`config.mk`:
```
export PLATFORM = sky130hd
export DESIGN_NAME = tbuf_bus_arbiter
export DESIGN_NICKNAME = d
export VERILOG_FILES = /design/src/rtl/tbuf_bus_arbiter.sv
export SDC_FILE = /design/constraint.sdc
export NUM_CORES = 1
export LEC_CHECK = 0
export CAP_MARGIN = 0
export CORE_ASPECT_RATIO = 1.5
export CORE_MARGIN = 2
export CORE_UTILIZATION = 54
export CTS_BUF_LIST = sky130_fd_sc_hd__clkbuf_16
export CTS_CLUSTER_DIAMETER = 120
export DETAILED_ROUTE_END_ITERATION = 10
export PLACE_DENSITY_LB_ADDON = 0.08
export SYNTH_ARGS = -nofsm -noshare
export SYNTH_HDL_FRONTEND = slang
export SYNTH_SLANG_ARGS = --single-unit
```
`constraint.sdc`:
```
create_clock -name clk -period 2.3 [get_ports clk]
set_input_delay 0.575 -clock clk [delete_from_list [all_inputs] [get_ports clk]]
set_output_delay 0.575 -clock clk [all_outputs]
set_load 0.1 [all_outputs]
```
`src/rtl/tbuf_bus_arbiter.sv`:
```
// Round-robin arbiter and break-before-make enable sequencer for a shared TBUFX2
// tristate bus; one driver group per requester, with a bounded ownership length.
module tbuf_bus_arbiter #(
   parameter int unsigned NREQ    = 4,
   parameter int unsigned TURN    = 1,
   parameter int unsigned MAXHOLD = 16
) (
   input  logic                    clk,
   input  logic                    rst_n,
   input  logic [NREQ-1:0]         req,
   output logic [NREQ-1:0]         grant,
   output logic [NREQ-1:0]         en,
   output logic [$clog2(NREQ)-1:0] owner,
   output logic                    busy,
   output logic                    preempt
);

   localparam int unsigned IdxW     = $clog2(NREQ);
   localparam logic [3:0]  TurnInit = 4'(TURN);
   localparam logic [7:0]  HoldMax  = 8'(MAXHOLD);

   typedef enum logic [1:0] {StIdle, StDrive, StTurn} state_e;

   state_e              state_q, state_d;
   logic [NREQ-1:0]     grant_q, grant_d;
   logic [IdxW-1:0]     owner_q, owner_d;
   logic [IdxW-1:0]     rr_ptr_q, rr_ptr_d;
   logic [7:0]          hold_q, hold_d;
   logic [3:0]          turn_q, turn_d;
   logic                busy_q, busy_d;
   logic                preempt_q, preempt_d;
   logic [IdxW-1:0]     win_idx;
   logic                win_valid;
   logic                do_arb;

   function automatic logic [IdxW-1:0] wrap_idx(input logic [IdxW-1:0] base,
                                                input int unsigned     off);
      int unsigned sum;
      sum = 32'(base) + off;
      return IdxW'(sum % NREQ);
   endfunction

   // Scan from the far end back toward rr_ptr so the last hit is the first set bit.
   always_comb begin
      win_valid = 1'b0;
      win_idx   = '0;
      for (int unsigned k = 0; k < NREQ; k++) begin
         if (req[wrap_idx(rr_ptr_q, NREQ - 1 - k)]) begin
            win_valid = 1'b1;
            win_idx   = wrap_idx(rr_ptr_q, NREQ - 1 - k);
         end
      end
   end

   always_comb begin
      state_d   = state_q;
      grant_d   = grant_q;
      owner_d   = owner_q;
      rr_ptr_d  = rr_ptr_q;
      hold_d    = hold_q;
      turn_d    = turn_q;
      preempt_d = 1'b0;
      do_arb    = 1'b0;

      case (state_q)
         StIdle: do_arb = 1'b1;
         StDrive: begin
            if (!req[owner_q] || hold_q == HoldMax) begin
               state_d   = StTurn;
               grant_d   = '0;
               turn_d    = TurnInit;
               rr_ptr_d  = wrap_idx(owner_q, 1);
               preempt_d = req[owner_q];
            end else begin
               hold_d = hold_q + 8'd1;
            end
         end
         StTurn: begin
            if (turn_q != 4'd0) begin
               turn_d = turn_q - 4'd1;
            end
            if (turn_q <= 4'd1) begin
               do_arb = 1'b1;
            end
         end
         default: state_d = StIdle;
      endcase

      if (do_arb) begin
         if (win_valid) begin
            state_d          = StDrive;
            grant_d          = '0;
            grant_d[win_idx] = 1'b1;
            owner_d          = win_idx;
            hold_d           = 8'd1;
         end else begin
            state_d = StIdle;
         end
      end

      busy_d = (state_d != StIdle);
   end

   always_ff @(posedge clk or negedge rst_n) begin
      if (!rst_n) begin
         state_q   <= StIdle;
         grant_q   <= '0;
         owner_q   <= '0;
         rr_ptr_q  <= '0;
         hold_q    <= '0;
         turn_q    <= '0;
         busy_q    <= 1'b0;
         preempt_q <= 1'b0;
      end else begin
         state_q   <= state_d;
         grant_q   <= grant_d;
         owner_q   <= owner_d;
         rr_ptr_q  <= rr_ptr_d;
         hold_q    <= hold_d;
         turn_q    <= turn_d;
         busy_q    <= busy_d;
         preempt_q <= preempt_d;
      end
   end

   // en and grant share one flop bank so they can never disagree.
   assign grant   = grant_q;
   assign en      = grant_q;
   assign owner   = owner_q;
   assign busy    = busy_q;
   assign preempt = preempt_q;

endmodule

```
* Word level (Yosys, flattened, before mapping) *
Index checks and enable logic that the tools add are counted.

storage, ports and cells
  flip-flop bits (word level) = 24
  latch bits = 0
  ROM bits = 0
  output and inout bits = 12
  memories = 0
  RAM bits = 0
  word-level logic and storage cells = 77

operators by class
  equality and inequality tests = 5
  divide/modulo/power cells = 0
  multiply operators = 0
  shift operators = 0
  reduce and logical (&&, ||, !) cells = 11
  mux-type cells = 39
  $lt $le $gt $ge = 8
  add/sub/neg operators = 6
  bitwise operators = 0

operator list
  operator                                                                           count
  8-bit two-way mux                                                                  4
  4-bit two-way mux                                                                  6
  2-bit by 3-bit less-than comparator with 1-bit output (second input constant)      6
  1-bit two-way mux                                                                  14
  2-bit two-way mux                                                                  6
  1-bit binary-select mux with 2-bit select                                          5
  8-bit by 1-bit adder with 8-bit output (second input constant)                     1
  8-bit by 5-bit == test with 1-bit output (second input constant)                   1
  4-bit case mux with 2 select lines                                                 1
  2-bit by 1-bit adder with 2-bit output (second input constant)                     2
  2-bit adder (second input constant)                                                2
  4-bit by 1-bit less-or-equal comparator with 1-bit output (second input constant)  1
  2-bit != test (second input constant)                                              2
  2-bit case mux with 2 select lines                                                 1
  2-bit AND reduction                                                                2
  2-bit nonzero test                                                                 2
  4-bit nonzero test                                                                 1
  4-bit by 1-bit subtractor with 4-bit output (second input constant)                1
  3-bit AND reduction                                                                1
  1-bit demux with 2-bit select                                                      1
  2-bit by 1-bit == test with 1-bit output (second input constant)                   1
  2-bit == test (second input constant)                                              1
  2-bit by 1-bit >= comparator with 1-bit output (second input constant)             1
  2-bit zero test                                                                    1
  5 further kinds                                                                    5

* Logic depth before layout (Yosys ltp) *
  word-level depth = 13
  mapped depth = 7
  mapped depth without buffers = 6

* Worst setup path after synthesis *
No wires, ideal clock.

  path type = register -> register
  start = register owner_q[1], in the netlist owner[1]
  end = register rr_ptr_q[1]
  arrival time = 2.137 ns
  slack = 0.038 ns
  period minus slack after synthesis = 2.262 ns
  path buffers = 0
  stages on the path, launching flop included = 5
  cells stage by stage = dfrtp_1 mux2i_1 mux2_2 o21ai_2 mux2_2

on the way
  cells in the longest elaborated chain, start to end = 5

RTL lines
  item                                       RTL line  RTL
  from (decl)                                26        logic [IdxW-1:0] owner_q, owner_d;
  from (signal assigned)                     117       owner_q <= owner_d;
  1-bit binary-select mux with 2-bit select  68        if (!req[owner_q] || hold_q == HoldMax) begin
  1-bit two-way mux (not written as such)    68
  1-bit zero test                            68
  1-bit logical OR                           68
  2-bit AND reduction (no line)              --
  to (signal assigned)                       118       rr_ptr_q <= rr_ptr_d;
  to (decl)                                  27        logic [IdxW-1:0] rr_ptr_q, rr_ptr_d;

Several ways; a longest one is shown, not always the timed one. The select of a mux whose other input is x is not followed.
A chain may end at the register's enable or synchronous reset.

* Worst setup path after layout *
  start = input port req[3]
  end = register busy_q, in the netlist busy

on the way
  cells in the longest elaborated chain, start to end = 9

RTL lines
  item                                       RTL line  RTL
  from (decl)                                10        input logic [NREQ-1:0] req,
  1-bit binary-select mux with 2-bit select  48        if (req[wrap_idx(rr_ptr_q, NREQ - 1 - k)]) begin
  1-bit two-way mux (not written as such)    48
  1-bit two-way mux (4 in a row)             48
  1-bit two-way mux                          90        if (win_valid) begin
  2-bit two-way mux *                        89        if (do_arb) begin
  2-bit nonzero test *                       101       busy_d = (state_d != StIdle);
  net busy_d                                 30        logic busy_q, busy_d;
  to (signal assigned)                       121       busy_q <= busy_d;
  to (decl)                                  30

Mark *: on every way through the listed nets, which the timed path passes. The rest lies on a longest branch. The select of a mux whose other input is x is not followed.

==> flow_metrics.tcl <==
set metrics [dict create \
    drc_errors 0 \
    synth_cell_types 43 \
    std_cell_rows 23 \
    tightestPinTransition_ns 0.432 \
    hold_buffers 0 \
    clk_latency_ns 0.26 \
    fin_skew_ns 0.00165 \
    synthTopCellsByCount "dfrtp_1, o21ai_0, inv_1" \
    fin_util_pct 67.4 \
    grt_usage_pct 23.0 \
    firstDrtPassIters 4 \
    synth_warnings 0 \
    synth_top_area_share_pct 41.2 \
    grt_pass1_vias 1201 \
    syn_area_per_cell_um2 9.84 \
    fp.dieH_um 67.6 \
    io_buffers 17 \
    cp_top_family "buffers and inverters" \
    max_freq_mhz 482 \
    worst_ep_arrival_time_ns 2.19 \
    holdWs_ns 0.554 \
    core_region_area_um2 2620 \
    vias_per_cell 5.88 \
    antenna_left 0 \
    finalCriticalPeriod_ns 2.08 \
    slowest_delay_ns 0.44 \
    finalSetupViolCount 0 \
    place_hpwl_um 2370 \
    seq_area_frac_synth_pct 41.2 \
    synth_edf_count 0 \
    totalWireLength_um 3200 \
    cap_violations 0 \
    hold_violations 0 \
    gp_congestion 0.798 \
    place_area_um2 1690 \
    status "complete, no violations" \
    grt_max_degree 25 \
    path_clk_slew_ns 0.06 \
    first_iter_violations 21 \
    antenna_found_initial 0 \
    ys_top_cells_by_area "dfrtp_1, ha_1, mux2i_1" \
    crit_required_ns 2.41 \
    worstPathCellList "clkdlybuf4s50_1, buf_4, or4_1, a221oi_1, o221ai_1" \
    numClockSinks 24 \
    start_kind "primary input" \
    pin_count 18 \
    start_util_pct 55.6 \
    die_w_um 46.4 \
    grt_pass1_wl_um 5180 \
    postCtsSetupBuffers 0 \
    synth_most_common_cell "dfrtp_1" \
    drive_gt1_share_pct 20.5 \
    wl_per_cell_um 15.4 \
    synth-seq-cells 24 \
    hp-class "reg2reg" \
    num_vias 1223 \
    p_leak_nw 0.784 \
    slew_viol_final 0 \
    cts_resized 0 \
    final_cell_area_um2 1760 \
    dieArea_um2 3140 \
    yosysTopAreaCell "dfrtp_1" \
    p_per_area_nw_per_um2 1410 \
    fin_crit_sh_pct 90.2 \
    netlist_instances 148 \
    clock-root-buffer "clkbuf_16" \
    netlist_area_um2 1460 \
    diodes 0 \
    clk_path_buf_depth 2 \
    cts_tree "yes" \
    syn-num-nets 163 \
    rsz0062_at_grt "no" \
    path_max_fanout 6 \
    crit_buf_inv 2 \
    cts_made_buffers 3 \
    endpoint_kind "flop" \
    async_reset_ff_share_pct 100 \
    cpMaxStageDelayCell "or4_1" \
    finalSetupTns_ns 0 \
    slew_headroom_pct 71.1 \
    nNetsFinal 188 \
    syn_to_final_growth_pct 21.1 \
    ir_drop_v 0.000683 \
    gr-total-overflow 0 \
    synth_ff_type "dfrtp_1" \
    critPathKind "in2reg" \
    cts.htree.levels 1 \
]
## flip-flops by register name, indices dropped and copies added, names as in the netlist
name	cells
rr_ptr_q	2
hold_q	8
state_q	2
en	4
preempt	1
busy	1
owner	2
turn_q	4
## power breakdown
part           switching [mW]  internal [mW]  leakage [nW]  total, mW
clock network           0.140          0.230        0.0370      0.370
logic                    1.00          0.468         0.438       1.47
registers               0.127          0.530         0.309      0.657
total                    1.27           1.23         0.784       2.50
## per-layer routing
layer	up-vias	track usage, %	wire, um
met5	-	0	0
met1	605	26.6	1340
li1	590	-	-
met2	24	40.5	1700
met3	4	2.67	93
met4	0	11.1	65
## placed cells by master (no fill, tap or decap), drive strengths merged, types with 5 or more instances in the layout
cell | synthesis | layout
buf | 7 | 23
dfrtp | 24 | 24
o21ai | 13 | 13
a21oi | 7 | 7
nand2 | 7 | 7
nand3 | 6 | 6
clkdlybuf4s50 | 0 | 5
mux2i | 7 | 7
ha | 9 | 9
inv | 10 | 10
nor2 | 6 | 6
## final timing paths
check	from	to	slack, ns	cells after the start
max in group asynchronous	rst_n	en[3]	1.38	2
setup / recovery	req[3]	busy	0.22	5
setup reg to reg	turn_q[0]	en[0]	0.32	7
min in group asynchronous	rst_n	turn_q[1]	0.69	2
hold reg to reg	en[3]	en[3]	0.55	1
hold / removal	en[3]	en[3]	0.55	1
## cells by family after synthesis
kind of cell | Yosys count | synth area share [%]
and+or+nand+nor | 45 | 17.3
DFF | 24 | 41.2
muxes | 10 | 7.13
adders and majority gates | 9 | 7.73
AOI/OAI and AO/OA | 41 | 20.1
xor gates and xnor gates | 1 | 0.601
buffers and inverters | 18 | 5.93
## final cells by class
| type | instances | area (um2) |
|---|---|---|
| multi-input combinational | 106 | 769 |
| sequential | 24 | 601 |
| inverter | 10 | 37.5 |
| fill | 209 | 855 |
| timing repair buffer | 28 | 235 |
| tap | 37 | 46.3 |
| clock buffer | 3 | 75.1 |
## stage by stage
step,power [mW],cells,worst slack [ns]
2_1_floorplan,1.77,148,0.0379
3_3_place_gp,2.08,205,0.00523
3_5_place_dp,2.12,205,-0.0139
4_1_cts,2.50,208,0.244
5_1_grt,2.62,208,0.156
6_report,2.50,208,0.224
## worst register-to-register path, cell delays in order, from the launching register on
cell and delay (ns):
dfrtp_1 0.44, inv_1 0.09, ha_1 0.22, or2_2 0.29, a31oi_2 0.30, buf_4 0.21
or2_2 0.18, a32o_1 0.19
Note: power is estimated with default switching activity, not from simulation.
